`config.mk`:
```
export PLATFORM = sky130hd
export DESIGN_NAME = exp_align_pipe_flat
export DESIGN_NICKNAME = d
export VERILOG_FILES = /design/src/rtl/exp_align_pipe_pkg.sv /design/src/rtl/exp_align_pipe_if.sv /design/src/rtl/exp_align_pipe_core.sv /design/src/rtl/exp_align_pipe.sv /design/src/flat_wrapper.sv
export SDC_FILE = /design/constraint.sdc
export NUM_CORES = 1
export LEC_CHECK = 0
export BUFFER_PORTS_ARGS = -buffer_cell sky130_fd_sc_hd__buf_2
export CORE_MARGIN = 3
export CORE_UTILIZATION = 52
export CTS_CLUSTER_SIZE = 14
export DETAILED_ROUTE_END_ITERATION = 8
export GPL_TIMING_DRIVEN = 0
export PLACE_DENSITY = 0.77
export SLEW_MARGIN = 25
export SYNTH_ARGS = -nofsm -noshare
export SYNTH_HDL_FRONTEND = slang
export SYNTH_SLANG_ARGS = --single-unit
```
`constraint.sdc`:
```
create_clock -name clk -period 2.2 [get_ports clk]
set_input_delay 0.33 -clock clk [delete_from_list [all_inputs] [get_ports clk]]
set_output_delay 0.33 -clock clk [all_outputs]
set_load 0.01 [all_outputs]
```
`src/rtl/exp_align_pipe_pkg.sv`:
```
// rtl/exp_align_pipe_pkg.sv - shared types and shift saturation helper for FPHUB exponent alignment
// Widths here fix align_res_t; module parameters E/M must match EXP_W/MAN_W.
package fphub_align_pkg;

  localparam int EXP_W = 8;
  localparam int MAN_W = 23;
  localparam int SHW_W = $clog2(MAN_W + 4);

  typedef struct packed {
    logic [EXP_W:0]   dif;
    logic [EXP_W-1:0] e_max;
    logic             swap;
    logic             ex_equal_ey;
    logic [SHW_W-1:0] shift_amt;
  } align_res_t;

  // Shifts beyond mantissa + ILSB + guard + sticky only feed sticky, so clamp at m+3.
  function automatic logic [SHW_W-1:0] sat_shift(input logic [EXP_W:0] dif, input int m);
    logic [EXP_W:0] mag;
    logic [EXP_W:0] lim;
    mag = dif[EXP_W] ? (~dif + 1'b1) : dif;
    lim = (EXP_W + 1)'(m + 3);
    return (mag > lim) ? SHW_W'(lim) : SHW_W'(mag);
  endfunction

endpackage

```
`src/rtl/exp_align_pipe_if.sv`:
```
// rtl/exp_align_pipe_if.sv - input/result handshake bundle of the exponent alignment stage
// slave is the pipe side, master is the producer/consumer side.
interface exp_align_if
  import fphub_align_pkg::*;
#(
  parameter int E   = EXP_W,
  parameter int SHW = SHW_W
);
  logic           in_valid;
  logic           in_ready;
  logic [E-1:0]   Ex;
  logic [E-1:0]   Ey;
  logic           out_valid;
  logic           out_ready;
  logic [E:0]     dif;
  logic [E-1:0]   e_max;
  logic           swap;
  logic           ex_equal_ey;
  logic [SHW-1:0] shift_amt;

  modport slave (
    input  in_valid, Ex, Ey, out_ready,
    output in_ready, out_valid, dif, e_max, swap, ex_equal_ey, shift_amt
  );

  modport master (
    output in_valid, Ex, Ey, out_ready,
    input  in_ready, out_valid, dif, e_max, swap, ex_equal_ey, shift_amt
  );
endinterface

```
`src/rtl/exp_align_pipe_core.sv`:
```
// rtl/exp_align_pipe_core.sv - combinational exponent difference, max, swap and saturated shift
module exp_diff_core
  import fphub_align_pkg::*;
#(
  parameter int E = EXP_W,
  parameter int M = MAN_W
) (
  input  logic [E-1:0] ex_i,
  input  logic [E-1:0] ey_i,
  output align_res_t   res_o
);
  logic [E:0] dif;

  // Zero-extended subtraction: the extra bit is the sign, so it cannot overflow.
  assign dif               = {1'b0, ex_i} - {1'b0, ey_i};
  assign res_o.dif         = dif;
  assign res_o.swap        = dif[E];
  assign res_o.e_max       = dif[E] ? ey_i : ex_i;
  assign res_o.ex_equal_ey = (dif == '0);
  assign res_o.shift_amt   = sat_shift(dif, M);
endmodule

```
`src/rtl/exp_align_pipe.sv`:
```
// rtl/exp_align_pipe.sv - registered exponent alignment stage with valid/ready handshake
// EXP_ALIGN_SKID_EN adds a one-entry skid buffer so in_ready comes straight from a flop.
module exp_align_pipe
  import fphub_align_pkg::*;
#(
  parameter int E = EXP_W,
  parameter int M = MAN_W
) (
  input logic       clk,
  input logic       rst_n,
  exp_align_if.slave bus
);
  align_res_t core_res;
  align_res_t res_q, res_d;
  logic       vld_q, vld_d;
  logic       in_ready;
  logic       in_fire;

  exp_diff_core #(.E(E), .M(M)) u_core (
    .ex_i  (bus.Ex),
    .ey_i  (bus.Ey),
    .res_o (core_res)
  );

  assign in_fire = bus.in_valid && in_ready;

`ifdef EXP_ALIGN_SKID_EN
  align_res_t skid_q, skid_d;
  logic       skid_vld_q, skid_vld_d;

  assign in_ready = !skid_vld_q;

  always_comb begin
    res_d      = res_q;
    vld_d      = vld_q;
    skid_d     = skid_q;
    skid_vld_d = skid_vld_q;
    if (!vld_q || bus.out_ready) begin
      // A held skid entry is older than anything at the input, so it goes first.
      if (skid_vld_q) begin
        res_d      = skid_q;
        vld_d      = 1'b1;
        skid_vld_d = 1'b0;
      end else begin
        res_d = in_fire ? core_res : res_q;
        vld_d = in_fire;
      end
    end else if (in_fire) begin
      skid_d     = core_res;
      skid_vld_d = 1'b1;
    end
  end

  always_ff @(posedge clk or negedge rst_n) begin
    if (!rst_n) begin
      skid_q     <= '0;
      skid_vld_q <= 1'b0;
    end else begin
      skid_q     <= skid_d;
      skid_vld_q <= skid_vld_d;
    end
  end
`else
  assign in_ready = !vld_q || bus.out_ready;

  always_comb begin
    res_d = res_q;
    vld_d = vld_q;
    if (in_fire) begin
      res_d = core_res;
      vld_d = 1'b1;
    end else if (bus.out_ready) begin
      vld_d = 1'b0;
    end
  end
`endif

  always_ff @(posedge clk or negedge rst_n) begin
    if (!rst_n) begin
      res_q <= '0;
      vld_q <= 1'b0;
    end else begin
      res_q <= res_d;
      vld_q <= vld_d;
    end
  end

  assign bus.in_ready    = in_ready;
  assign bus.out_valid   = vld_q;
  assign bus.dif         = res_q.dif;
  assign bus.e_max       = res_q.e_max;
  assign bus.swap        = res_q.swap;
  assign bus.ex_equal_ey = res_q.ex_equal_ey;
  assign bus.shift_amt   = res_q.shift_amt;
endmodule

```
`src/flat_wrapper.sv`:
```
// flat-port wrapper written by rule: the top's interface ports become plain ports
module exp_align_pipe_flat import fphub_align_pkg::*;
#(
  parameter int E = EXP_W,
  parameter int M = MAN_W
)
  (clk, rst_n, bus_in_valid, bus_Ex, bus_Ey, bus_out_ready, bus_in_ready, bus_out_valid, bus_dif, bus_e_max, bus_swap, bus_ex_equal_ey, bus_shift_amt);
  exp_align_if #(.E(E)) bus_i ();
  input logic clk;
  input logic rst_n;
  input wire logic [$bits(bus_i.in_valid)-1:0] bus_in_valid;
  input wire logic [$bits(bus_i.Ex)-1:0] bus_Ex;
  input wire logic [$bits(bus_i.Ey)-1:0] bus_Ey;
  input wire logic [$bits(bus_i.out_ready)-1:0] bus_out_ready;
  output wire logic [$bits(bus_i.in_ready)-1:0] bus_in_ready;
  output wire logic [$bits(bus_i.out_valid)-1:0] bus_out_valid;
  output wire logic [$bits(bus_i.dif)-1:0] bus_dif;
  output wire logic [$bits(bus_i.e_max)-1:0] bus_e_max;
  output wire logic [$bits(bus_i.swap)-1:0] bus_swap;
  output wire logic [$bits(bus_i.ex_equal_ey)-1:0] bus_ex_equal_ey;
  output wire logic [$bits(bus_i.shift_amt)-1:0] bus_shift_amt;
  assign bus_i.in_valid = bus_in_valid;
  assign bus_i.Ex = bus_Ex;
  assign bus_i.Ey = bus_Ey;
  assign bus_i.out_ready = bus_out_ready;
  assign bus_in_ready = bus_i.in_ready;
  assign bus_out_valid = bus_i.out_valid;
  assign bus_dif = bus_i.dif;
  assign bus_e_max = bus_i.e_max;
  assign bus_swap = bus_i.swap;
  assign bus_ex_equal_ey = bus_i.ex_equal_ey;
  assign bus_shift_amt = bus_i.shift_amt;
  exp_align_pipe #(.E(E), .M(M)) u_core (.clk(clk), .rst_n(rst_n), .bus(bus_i));
endmodule
```
==> results of run 1 <==
per-stage QoR:
stage	utilization, %	hold WS (ns)	setup TNS, ns	cell area (µm²)
after floorplan	-	0.0344	-1.00	1670
after global placement	67.7	0.319	-6.39	1930
after detailed placement	67.7	0.344	-7.07	1930
after CTS	71.4	0.220	-1.00	2040
after global routing	74.6	0.229	-1.67	2130
final	74.6	0.223	-1.23	2130
flip-flops by register name, summed over array words and instances, names as in the netlist:
register and count:
u_core.bus.out_valid 1, u_core.bus.swap 1, u_core.bus.ex_equal_ey 1, u_core.bus.shift_amt 5, u_core.bus.dif 8, u_core.bus.e_max 8
routing by layer:
metal / wire (µm) / track usage, % / part of all wire (%)
met5: 0 / 0 / 0
met4: 23 / 4.55 / 0.59
met3: 110 / 1.26 / 2.8
met2: 2010 / 36.0 / 51
met1: 1770 / 29.6 / 45
report_power, final:
part	total, mW	switching [mW]	internal [mW]
registers	0.545	0.0322	0.512
logic	0.650	0.362	0.288
clock network	0.192	0.129	0.0639
synthesized netlist by cell type, types with 3 or more instances:
| library cell | n | share of area, % |
|---|---|---|
| sky130_fd_sc_hd__nand2_1 | 26 | 6.1 |
| sky130_fd_sc_hd__dfrtp_1 | 24 | 38 |
| sky130_fd_sc_hd__o21ai_0 | 19 | 5.9 |
| sky130_fd_sc_hd__nor2_1 | 18 | 4.2 |
| sky130_fd_sc_hd__a21oi_1 | 15 | 4.7 |
| sky130_fd_sc_hd__inv_1 | 12 | 2.8 |
| sky130_fd_sc_hd__ha_1 | 8 | 6.3 |
| sky130_fd_sc_hd__xnor2_1 | 8 | 4.4 |
| sky130_fd_sc_hd__clkbuf_1 | 6 | 1.4 |
| sky130_fd_sc_hd__a21o_1 | 3 | 1.4 |
| sky130_fd_sc_hd__and2_1 | 3 | 1.2 |
| sky130_fd_sc_hd__nand3_1 | 3 | 0.94 |
| sky130_fd_sc_hd__nor3_1 | 3 | 0.94 |
critical path, stage by stage:
cell and delay (ns):
sky130_fd_sc_hd__buf_8 0.11, sky130_fd_sc_hd__inv_12 0.04, sky130_fd_sc_hd__ha_4 0.12, sky130_fd_sc_hd__inv_2 0.03
sky130_fd_sc_hd__fa_2 0.42, sky130_fd_sc_hd__a21oi_2 0.14, sky130_fd_sc_hd__nand4b_1 0.19, sky130_fd_sc_hd__a21oi_2 0.10
sky130_fd_sc_hd__or2_4 0.26, sky130_fd_sc_hd__or4_4 0.42, sky130_fd_sc_hd__o22a_1 0.24, sky130_fd_sc_hd__o32a_1 0.30
worst paths after layout:
kind | slack (ns) | cells past startpoint | end
worst max register to register | 0.27 | 5 | u_core.bus.shift_amt[1]
worst min register to register | 0.49 | 2 | u_core.bus.dif[5]
worst min-delay path | 0.22 | 2 | u_core.bus.out_valid
min in group asynchronous | 0.51 | 2 | u_core.bus.out_valid
max in group asynchronous | 1.34 | 2 | u_core.bus.e_max[5]
worst max-delay path | -0.31 | 12 | u_core.bus.shift_amt[1]
area by class of cell:
type / count / area, µm² / area share (%)
inverters: 12 / 57.6 / 2.70
flip-flops and latches: 24 / 601 / 28.2
clock buffers: 3 / 22.5 / 1.06
plain buffers: 8 / 48.8 / 2.29
well taps: 31 / 38.8 / 1.82
multi-input cells: 147 / 1070 / 50.1
repair buffers: 52 / 294 / 13.8
logic make-up (layout without fill, tap and decap cells):
logic type,count (synthesis),in the layout,share of synthesized area [%]
xor gates and xnor gates,9,9,4.92
adders and majority gates,9,9,7.50
buffers and inverters,20,75,4.92
and+or+nand+nor,66,66,19.7
AOI/OAI and AO/OA,63,63,25.5
DFF,24,24,37.5
placed cells by master, fill, tap and decap left out, types with 4 or more instances in the layout:
cell type and count:
sky130_fd_sc_hd__xnor2_1 5, sky130_fd_sc_hd__inv_1 10, sky130_fd_sc_hd__a21oi_1 10, sky130_fd_sc_hd__nand2_1 25, sky130_fd_sc_hd__o21ai_0 18, sky130_fd_sc_hd__dfrtp_1 24
sky130_fd_sc_hd__a21oi_2 7, sky130_fd_sc_hd__buf_4 6, sky130_fd_sc_hd__clkbuf_1 4, sky130_fd_sc_hd__nor2_1 18, sky130_fd_sc_hd__buf_2 44, sky130_fd_sc_hd__ha_1 6
repair_timing:
item                                    CTS  global route
hold buffers                              1             0
endpoints found under the setup margin   13            13
setup buffers                             5             1
gates resized for setup                  11            18
pin swaps                                15            12
endpoints found under the hold margin    12             0
==> load_flow_metrics.sql, run 1 <==
INSERT INTO impl_metrics (metric_group, metric, value, unit) VALUES
('status', 'outcome', 'complete, but fails checks', ''),
('status', 'failing_checks', 'negative setup slack', ''),
('timing', 'setup_slack_after_layout', '-0.310', 'ns'),
('timing', 'timing.final.crit_period', '2.51', 'ns'),
('die', 'initial_utilization', '56.1', '%'),
('final_layout', 'non_filler_instances', '277', ''),
('timing', 'fin_skew', '0.00570', 'ns'),
('die', 'boundaryPins', '46', ''),
('clock_tree', 'cts_buffers', '3', ''),
('power', 'leakagePower', '1.02', 'nW'),
('setup_path', 'crit_arrival', '2.72', 'ns'),
('clock_tree', 'cts_sinks', '24', ''),
('power', 'power.density_cell_area', '651', 'nW/µm²'),
('setup_path', 'criticalPathCategory', 'primary input to register', ''),
('synth', 'synth_async_sr_flop_share', '100', '%'),
('place', 'port-buffer-count', '45', ''),
('synth', 'synth_enable_flop_cells', '0', ''),
('routing', 'routed_via_density', '5.66', ''),
('routing', 'route.vias.total', '1569', ''),
('place', 'detailedPlacementHpwl', '2.99', 'mm'),
('synth', 'postSynthCellCount', '191', ''),
('die', 'core.rowCount', '19', ''),
('global_route', 'number_of_global_route_vias_before_repair', '1372', ''),
('timing', 'setup_violations', '5', ''),
('setup_path', 'path_max_fanout', '4', ''),
('timing', 'grt_setup_unrepaired', 'true', ''),
('worst_hold_path', 'worstHoldPathType', 'primary input to register', ''),
('place', 'routability_congestion_estimate', '0.858', ''),
('timing', 'layout_worst_path_cycle_share', '114', '%'),
('die', 'fp.dieH', '61.5', 'µm'),
('clock_tree', 'cts_tree', 'done', ''),
('timing', 'final-max-slew-violation-count', '0', ''),
('clock_tree', 'root_buffer', 'sky130_fd_sc_hd__clkbuf_4', ''),
('global_route', 'sum_of_overflow_across_all_layers_after_global_routing', '0', ''),
('setup_path', 'crit_required', '2.41', 'ns'),
('synth', 'yosysSeqAreaShare', '37.5', '%'),
('synth', 'synth.avg_cell_area', '8.39', 'µm²'),
('timing', 'worst_slew_pin_slew', '0.526', 'ns'),
('routing', 'wl', '3.91', 'mm'),
('final_layout', 'filler_cell_count', '244', ''),
('synth', 'synth_cell_types', '48', ''),
('die', 'fp.coreArea', '2850', 'µm²'),
('final_layout', 'nets', '277', ''),
('synth', 'ys.warnings.count', '0', ''),
('setup_path', 'critPathCaptureType', 'register', ''),
('routing', 'detail-route-antenna-nets', '0', ''),
('die', 'design.die.area', '3780', 'µm²'),
('flow_run', 'drv_cap', '0', ''),
('die', 'die_width', '61.5', 'µm'),
('setup_path', 'worstSetupStartpointType', 'primary input', ''),
('timing', 'final-hold-violation-count', '0', ''),
('synth', 'synthesis.area', '1600', 'µm²'),
('global_route', 'antenna_found_initial', '0', ''),
('clock_tree', 'clk_transition_reported_paths', '0.13', 'ns'),
('clock_tree', 'clock_tree.htree_level_count', '1', ''),
('final_layout', 'post_route_cells_drive_above_1_share', '35.8', '%'),
('final_layout', 'areaGrowthSynthToFinish', '33.0', '%'),
('global_route', 'grt_pass1_wl', '6.13', 'mm'),
('synth', 'synth-seq-cells', '24', ''),
('global_route', 'grt.total_usage', '21.2', '%'),
('synth', 'syn-num-nets', '220', ''),
('clock_tree', 'clock_insertion_delay_worst_skew', '0.31', 'ns'),
('routing', 'count_of_unresolved_drc_violations_after_routing', '0', ''),
('timing', 'slew-limit-headroom', '64.9', '%'),
('setup_path', 'rr_startpoint', 'u_core.bus.out_valid', ''),
('synth', 'postSynth.topFlopCell', 'sky130_fd_sc_hd__dfrtp_1', ''),
('final_layout', 'diode_count', '0', ''),
('power', 'total_power', '1.39', 'mW'),
('worst_hold_path', 'min_from', 'bus_in_valid', ''),
('timing', 'max_clock_freq', '398', 'MHz'),
('routing', 'initialDrtViolationCount', '54', ''),
('routing', 'avgRoutedWirePerCell', '14.1', 'µm'),
('routing', 'first_pass_iteration_count_of_the_detailed_router', '4', ''),
('global_route', 'maximum_number_of_pins_on_one_net_before_global_route_repair', '25', ''),
('clock_tree', 'cts_buffer_depth', '2', ''),
('place', 'placedCellCount', '267', ''),
('place', 'place_ws', '-0.734', 'ns'),
('power', 'vdd_drop_max', '313', 'µV'),
('setup_path', 'worstSetupStartpoint', 'bus_Ex[0]', '');
No activity file was read; power rests on OpenSTA's default activity.
==> run 2: changes to the inputs <==
- ABC_AREA: unset -> 1
- CELL_PAD_IN_SITES_DETAIL_PLACEMENT: unset -> 1
- CELL_PAD_IN_SITES_GLOBAL_PLACEMENT: unset -> 1
- CORE_UTILIZATION: 52 -> 36
- PLACE_DENSITY: 0.77 -> 0.76
==> run 2 against run 1 <==
  * The flow still finishes with violations (negative setup slack)
  * Clock skew about the same
  * Combinational power up 5.5%
  * Critical path depth up 7
  * Non-clock buffer count up 3
  * Critical endpoint is now u_core.bus.shift_amt[2]
==> load_flow_metrics.sql, run 2 <==
INSERT INTO impl_metrics (metric_group, metric, value, unit) VALUES
('global_route', 'sum_of_overflow_across_all_layers_after_global_routing', '0', ''),
('die', 'fp.dieH', '74.5', 'µm'),
('timing', 'fin_skew', '0.00594', 'ns'),
('routing', 'avgRoutedWirePerCell', '15.0', 'µm'),
('routing', 'detail-route-antenna-nets', '0', ''),
('clock_tree', 'root_buffer', 'sky130_fd_sc_hd__clkbuf_8', ''),
('final_layout', 'filler_cell_count', '600', ''),
('place', 'placedCellCount', '348', ''),
('setup_path', 'critPathCaptureType', 'register', ''),
('synth', 'postSynth.topFlopCell', 'sky130_fd_sc_hd__dfrtp_1', ''),
('place', 'routability_congestion_estimate', '0.759', ''),
('place', 'detailedPlacementHpwl', '4.09', 'mm'),
('synth', 'yosys.cell_count.top_type', 'sky130_fd_sc_hd__nand2_1', ''),
('synth', 'synth_cell_types', '25', ''),
('die', 'core.rowCount', '24', ''),
('status', 'failing_checks', 'negative setup slack', ''),
('synth', 'synth_async_sr_flop_share', '100', '%'),
('clock_tree', 'cts_buffers', '3', ''),
('final_layout', 'non_filler_instances', '365', ''),
('power', 'vdd_drop_max', '335', 'µV'),
('setup_path', 'crit_arrival', '2.44', 'ns'),
('die', 'fp.coreArea', '4440', 'µm²'),
('power', 'total_power', '1.63', 'mW'),
('timing', 'final-hold-violation-count', '0', ''),
('die', 'boundaryPins', '46', ''),
('clock_tree', 'clock_insertion_delay_worst_skew', '0.27', 'ns'),
('place', 'place_ws', '-0.491', 'ns'),
('clock_tree', 'cts_tree', 'done', ''),
('timing', 'slew-limit-headroom', '63.3', '%'),
('setup_path', 'crit_required', '2.42', 'ns'),
('setup_path', 'slowest_stage', 'sky130_fd_sc_hd__fa_2', ''),
('clock_tree', 'cts_buffer_depth', '2', ''),
('timing', 'grt_setup_unrepaired', 'true', ''),
('power', 'leakagePower', '1.24', 'nW'),
('die', 'initial_utilization', '38.0', '%'),
('timing', 'setup_slack_after_layout', '-0.0217', 'ns'),
('clock_tree', 'clock_tree.htree_level_count', '1', ''),
('synth', 'ys.warnings.count', '0', ''),
('clock_tree', 'cts_sinks', '24', ''),
('synth', 'synth-seq-cells', '24', ''),
('timing', 'setup_violations', '5', ''),
('timing', 'final-max-slew-violation-count', '0', ''),
('clock_tree', 'clk_transition_reported_paths', '0.09', 'ns'),
('final_layout', 'diode_count', '0', ''),
('synth', 'synth_top_area_share', '35.6', '%'),
('setup_path', 'cp_slowest_stage_delay', '0.37', 'ns'),
('timing', 'max_clock_freq', '450', 'MHz'),
('global_route', 'maximum_number_of_pins_on_one_net_before_global_route_repair', '25', ''),
('final_layout', 'final_common_cell', 'sky130_fd_sc_hd__nand2_1', ''),
('routing', 'first_pass_iteration_count_of_the_detailed_router', '4', ''),
('die', 'die_width', '74.5', 'µm'),
('final_layout', 'nets', '343', ''),
('routing', 'routed_via_density', '4.93', ''),
('global_route', 'antenna_found_initial', '0', ''),
('setup_path', 'crit_chain', 'buf_6 > inv_4 > ha_4 > inv_4 > fa_2 > nand2_2 > nand2_4 > nand2_4 > nor2_4 > nor2_4 > buf_6 > nand3_2 > nand2_2 > nand2_1 > nor2_1 > nand4_1 > nand2_4 > nand2_2 > nand2_1', ''),
('routing', 'wl', '5.47', 'mm'),
('routing', 'initialDrtViolationCount', '69', ''),
('final_layout', 'areaGrowthSynthToFinish', '35.5', '%'),
('timing', 'worst_slew_pin_slew', '0.550', 'ns'),
('final_layout', 'post_route_cells_drive_above_1_share', '34.8', '%'),
('synth', 'netlist_top_cells_area', 'sky130_fd_sc_hd__dfrtp_1, sky130_fd_sc_hd__nand2_1, sky130_fd_sc_hd__inv_1', ''),
('timing', 'finalSetupTns', '-0.0934', 'ns'),
('global_route', 'grt.total_usage', '19.3', '%'),
('worst_hold_path', 'worstHoldPathType', 'primary input to async pin', ''),
('synth', 'synth_enable_flop_cells', '0', ''),
('setup_path', 'criticalPathCategory', 'primary input to register', ''),
('synth', 'biggest_area_consumer_among_synthesized_cells', 'sky130_fd_sc_hd__dfrtp_1', ''),
('synth', 'post_synth_most_frequent_cells', 'sky130_fd_sc_hd__nand2_1, sky130_fd_sc_hd__inv_1, sky130_fd_sc_hd__dfrtp_1', ''),
('place', 'port-buffer-count', '45', ''),
('synth', 'syn-num-nets', '280', ''),
('setup_path', 'worstSetupStartpointType', 'primary input', ''),
('routing', 'count_of_unresolved_drc_violations_after_routing', '0', ''),
('synth', 'synthesis.area', '1690', 'µm²'),
('setup_path', 'path_max_fanout', '5', ''),
('clock_tree', 'hold_buffers', '0', ''),
('flow_run', 'drv_cap', '0', ''),
('final_layout', 'commonest_cells_after_routing_fill_and_taps_aside', 'sky130_fd_sc_hd__nand2_1, sky130_fd_sc_hd__buf_2, sky130_fd_sc_hd__inv_1', ''),
('global_route', 'number_of_global_route_vias_before_repair', '1798', ''),
('die', 'design.die.area', '5550', 'µm²'),
('synth', 'postSynthCellCount', '251', ''),
('global_route', 'grt_pass1_wl', '8.27', 'mm'),
('timing', 'layout_worst_path_cycle_share', '101', '%'),
('power', 'power.density_cell_area', '711', 'nW/µm²'),
('timing', 'timing.final.crit_period', '2.22', 'ns'),
('routing', 'route.vias.total', '1801', ''),
('synth', 'synth.avg_cell_area', '6.73', 'µm²'),
('status', 'outcome', 'complete, but fails checks', ''),
('synth', 'yosysSeqAreaShare', '35.6', '%');
## run 2: kinds of logic (layout without fill, tap and decap cells)
family                   Yosys count  in the layout  synth area share, %
XOR/XNOR                           1              1                0.519
adder cells (fa/ha/maj)            9              9                 7.11
buffers and inverters             40            102                 9.63
AND/OR/NAND/NOR                  148            148                 36.8
AO/OA/AOI/OAI                     29             29                 10.4
flip-flops                        24             24                 35.6
## run 2: final cells by class
| cell class | instances | area [µm²] | share of cell area, % |
|---|---|---|---|
| plain buffers | 5 | 31.3 | 1.37 |
| clock buffers | 3 | 41.3 | 1.80 |
| clock inverters | 1 | 30.0 | 1.31 |
| inverters | 35 | 136 | 5.96 |
| multi-input cells | 187 | 1050 | 45.8 |
| flip-flops and latches | 24 | 601 | 26.2 |
| well taps | 52 | 65.1 | 2.84 |
| repair buffers | 58 | 337 | 14.7 |
## run 2: worst paths after layout
path                                           end  cells after the start  slack (ns)                    start
min reg2reg                u_core.bus.shift_amt[2]                      2        0.48  u_core.bus.shift_amt[2]
max reg2reg                    u_core.bus.e_max[0]                      5        0.72     u_core.bus.out_valid
min in group clk               u_core.bus.e_max[2]                      3        0.30                bus_Ex[2]
min                           u_core.bus.out_valid                      1        0.03                    rst_n
max in group asynchronous      u_core.bus.e_max[6]                      1        1.80                    rst_n
max                        u_core.bus.shift_amt[2]                     19       -0.02                bus_Ex[0]
## run 2: what timing repair did
action / 4_1_cts / 5_1_grt
hold endpoints to repair: 0 / 0
buffers inserted: 5 / 7
setup endpoints to repair: 12 / 14
cloned: 1 / 0
resized for setup: 7 / 36
pin swaps: 3 / 20
## run 2: critical path: cells and delay by family
family | cells | cell delay [ns]
adder cells (fa/ha/maj) | 2 | 0.50
buffers and inverters | 4 | 0.34
AND/OR/NAND/NOR | 13 | 1.26
## run 2: per-layer routing
layer	up-vias	part of all wire, %	GRT usage [%]
li1	913	-	-
met1	853	45	25.5
met2	31	51	33.3
met3	4	2.8	2.84
met4	0	0.66	4.55
met5	-	0	0
## run 2: where the power goes
part           total [mW]  internal [mW]  switching, mW
combinational       0.686          0.271          0.415
sequential          0.548          0.512         0.0366
clock               0.393          0.244          0.150
total                1.63           1.03          0.601
## run 2: through the flow
stage | utilization, % | hold slack [ns] | cell area, µm²
after detailed placement | 44.5 | 0.348 | 1980
after global placement | 44.5 | 0.337 | 1980
after floorplan | - | 0.0344 | 1690
after global routing | 51.5 | 0.0710 | 2290
final | 51.5 | 0.0300 | 2290
after CTS | 47.4 | 0.0475 | 2110
==> run 3: changes to the inputs <==
==> constraint.sdc (replaced) <==
create_clock -name clk -period 2.2 [get_ports clk]
set_input_delay 0 -clock clk [delete_from_list [all_inputs] [get_ports clk]]
set_output_delay 0 -clock clk [all_outputs]
set_load 0.01 [all_outputs]
==> run 3 against run 2 <==
  * The flow finishes with violations (negative hold slack)
  * Clock skew barely moved
  * Fmax rose by 8.3%
  * Hold slack got worse by 0.036 ns
  * Cell count fell by 1.6%
  * Final area fell by 7.5%
  * Critical endpoint is now u_core.bus.shift_amt[3]
==> load_flow_metrics.sql, run 3 (synthesized netlist as in run 2, its figures left out) <==
INSERT INTO impl_metrics (metric_group, metric, value, unit) VALUES
('power', 'power_frac_seq', '36.1', '%'),
('place', 'port-buffer-count', '45', ''),
('power', 'internal_power', '0.973', 'mW'),
('timing', 'slew-limit-headroom', '64.4', '%'),
('clock_tree', 'cts_tree', 'done', ''),
('routing', 'detail-route-antenna-nets', '0', ''),
('setup_path', 'cp_slowest_stage_delay', '0.41', 'ns'),
('timing', 'final-max-slew-violation-count', '0', ''),
('routing', 'wl', '5.06', 'mm'),
('place', 'routability_congestion_estimate', '0.759', ''),
('power', 'power.density_cell_area', '718', 'nW/µm²'),
('setup_path', 'worstSetupStartpointType', 'primary input', ''),
('clock_tree', 'clock_tree.htree_level_count', '1', ''),
('flow_run', 'drv_cap', '0', ''),
('setup_path', 'crit_arrival', '2.22', 'ns'),
('die', 'boundaryPins', '46', ''),
('die', 'initial_utilization', '38.0', '%'),
('power', 'clock_power_share', '25.9', '%'),
('setup_path', 'slowest_stage', 'sky130_fd_sc_hd__fa_1', ''),
('die', 'core.rowCount', '24', ''),
('worst_hold_path', 'min_from', 'bus_Ex[7]', ''),
('power', 'power.net_switching', '0.545', 'mW'),
('final_layout', 'nets', '337', ''),
('clock_tree', 'root_buffer', 'sky130_fd_sc_hd__clkbuf_8', ''),
('power', 'total_power', '1.52', 'mW'),
('global_route', 'sum_of_overflow_across_all_layers_after_global_routing', '0', ''),
('place', 'placedCellCount', '348', ''),
('clock_tree', 'cts_buffer_depth', '2', ''),
('status', 'failing_checks', 'negative hold slack', ''),
('die', 'fp.dieH', '74.5', 'µm'),
('final_layout', 'post_route_cells_drive_above_1_share', '22.5', '%'),
('setup_path', 'path_max_fanout', '10', ''),
('routing', 'route.vias.total', '1767', ''),
('setup_path', 'crit_required', '2.36', 'ns'),
('power', 'combinationalPowerShare', '38.1', '%'),
('global_route', 'number_of_global_route_vias_before_repair', '1765', ''),
('timing', 'layout_worst_path_cycle_share', '93.3', '%'),
('power', 'power_switching_share', '35.9', '%'),
('routing', 'initialDrtViolationCount', '70', ''),
('global_route', 'antenna_found_initial', '0', ''),
('worst_hold_path', 'worstHoldPathType', 'primary input to register', ''),
('final_layout', 'areaGrowthSynthToFinish', '25.3', '%'),
('setup_path', 'r2r.worst_path.cells', '5', ''),
('routing', 'count_of_unresolved_drc_violations_after_routing', '0', ''),
('timing', 'minimum_hold_slack', '-0.00567', 'ns'),
('die', 'die_width', '74.5', 'µm'),
('setup_path', 'worst-path-buf-inv', '4', ''),
('routing', 'avgRoutedWirePerCell', '14.1', 'µm'),
('clock_tree', 'cts_sinks', '24', ''),
('routing', 'routed_via_density', '4.92', ''),
('setup_path', 'criticalPathCategory', 'primary input to register', ''),
('timing', 'timing.final.crit_period', '2.05', 'ns'),
('timing', 'setup_violations', '0', ''),
('clock_tree', 'clk_transition_reported_paths', '0.09', 'ns'),
('setup_path', 'rr_startpoint', 'u_core.bus.out_valid', ''),
('setup_path', 'crit_chain', 'buf_2 > inv_1 > ha_1 > inv_1 > fa_1 > nand2_1 > nand2_1 > nand2_2 > nor2_2 > nor2_4 > buf_6 > nand3_1 > nand2_2 > nand2_1 > nor2_1 > nand4_1 > nand2_2 > a21oi_1', ''),
('final_layout', 'commonest_cells_after_routing_fill_and_taps_aside', 'sky130_fd_sc_hd__nand2_1, sky130_fd_sc_hd__buf_2, sky130_fd_sc_hd__inv_1', ''),
('routing', 'first_pass_iteration_count_of_the_detailed_router', '4', ''),
('power', 'vdd_drop_max', '331', 'µV'),
('worst_hold_path', 'worst_hold_path.endpoint', 'u_core.bus.e_max[7]', ''),
('global_route', 'grt_pass1_wl', '8.18', 'mm'),
('global_route', 'grt.total_usage', '19.2', '%'),
('setup_path', 'critical_path.top_delay_family', 'simple AND/OR/NAND/NOR gates', ''),
('final_layout', 'non_filler_instances', '359', ''),
('setup_path', 'worst_r2r_endpoint', 'u_core.bus.e_max[0]', ''),
('global_route', 'maximum_number_of_pins_on_one_net_before_global_route_repair', '25', ''),
('setup_path', 'critPathCaptureType', 'register', ''),
('final_layout', 'filler_cell_count', '608', ''),
('status', 'outcome', 'complete, but fails checks', ''),
('timing', 'max_clock_freq', '487', 'MHz'),
('worst_hold_path', 'min_path_cells', '3', ''),
('final_layout', 'diode_count', '0', ''),
('clock_tree', 'clock_insertion_delay_worst_skew', '0.27', 'ns'),
('final_layout', 'final_common_cell', 'sky130_fd_sc_hd__nand2_1', ''),
('timing', 'worst_slew_pin_slew', '0.533', 'ns'),
('timing', 'fin_skew', '0.00601', 'ns'),
('die', 'design.die.area', '5550', 'µm²'),
('clock_tree', 'cts_buffers', '3', ''),
('final_layout', 'seq_area', '601', 'µm²'),
('setup_path', 'reg2reg_slack', '0.73', 'ns'),
('final_layout', 'multiInputGateArea', '928', 'µm²'),
('die', 'fp.coreArea', '4440', 'µm²'),
('place', 'detailedPlacementHpwl', '4.09', 'mm'),
('timing', 'final-hold-violation-count', '2', ''),
('power', 'leakagePower', '1.19', 'nW');
run 3: changes by cell type in the layout (fill, tap and decap cells not counted), sizes merged:
| cell | change |
|---|---|
| buf | -10 |
| clkinv | +1 |
| dlygate4sd3 | +4 |
| inv | -1 |
run 3: how the worst max path moves through the flow:
stage | start | end | slack (ns) | depth (start not counted)
2_1_floorplan | bus_Ex[0] | u_core.bus.shift_amt[1] | 0.34 | 17
3_3_place_gp | bus_Ex[0] | u_core.bus.shift_amt[1] | -0.11 | 18
3_5_place_dp | bus_Ex[0] | u_core.bus.shift_amt[1] | -0.16 | 18
4_1_cts | bus_Ex[0] | u_core.bus.shift_amt[1] | 0.12 | 18
5_1_grt | bus_Ex[0] | u_core.bus.shift_amt[2] | -0.03 | 20
6_report | bus_Ex[0] | u_core.bus.shift_amt[3] | 0.15 | 18
run 3: per-stage QoR:
stage	utilization (%)	setup slack, ns	setup TNS (ns)	instance area, µm²	hold slack, ns
3_3_place_gp	44.5	-0.108	-0.505	1980	0.00705
4_1_cts	47.0	0.122	0	2090	0.000390
6_report	47.6	0.148	0	2120	-0.00567
5_1_grt	47.6	-0.0334	-0.134	2120	0.0100
2_1_floorplan	-	0.344	0	1690	-0.296
3_5_place_dp	44.5	-0.161	-0.730	1980	0.0178
run 3: power groups by stage:
stage / registers [mW] / logic [mW] / clock network (mW)
after floorplan: 0.592 / 0.324 / 0
after global placement: 0.553 / 0.542 / 0
after detailed placement: 0.558 / 0.561 / 0
after CTS: 0.549 / 0.570 / 0.397
after global routing: 0.556 / 0.656 / 0.417
final: 0.548 / 0.578 / 0.393
run 3: layout make-up:
type / instances / area share, %
Buffer: 5 / 1.48
Tap cell: 52 / 3.08
Multi-Input combinational cell: 187 / 43.9
Inverter: 35 / 6.21
Sequential cell: 24 / 28.4
Clock inverter: 1 / 1.42
Timing Repair Buffer: 52 / 13.6
Clock buffer: 3 / 1.95
run 3: worst min-delay path, delay by kind of cell:
kind | cells | cell delay (ns)
simple gates | 1 | 0.05
compound gates | 1 | 0.07
buf+inv | 1 | 0.10
run 3: routing by layer:
metal	part of all wire (%)	vias up	GRT usage, %	routed length, µm
li1	-	907	-	-
met4	0.77	0	4.15	39
met2	50	23	33.6	2510
met1	48	833	25.0	2410
met5	0	-	0	0
met3	2.0	4	2.84	101
run 3: repair_timing:
action	CTS	global route
gates resized for setup	0	1
buffers inserted	0	3
endpoints found under the hold margin	27	0
setup endpoints to repair	0	5
hold buffers	4	0
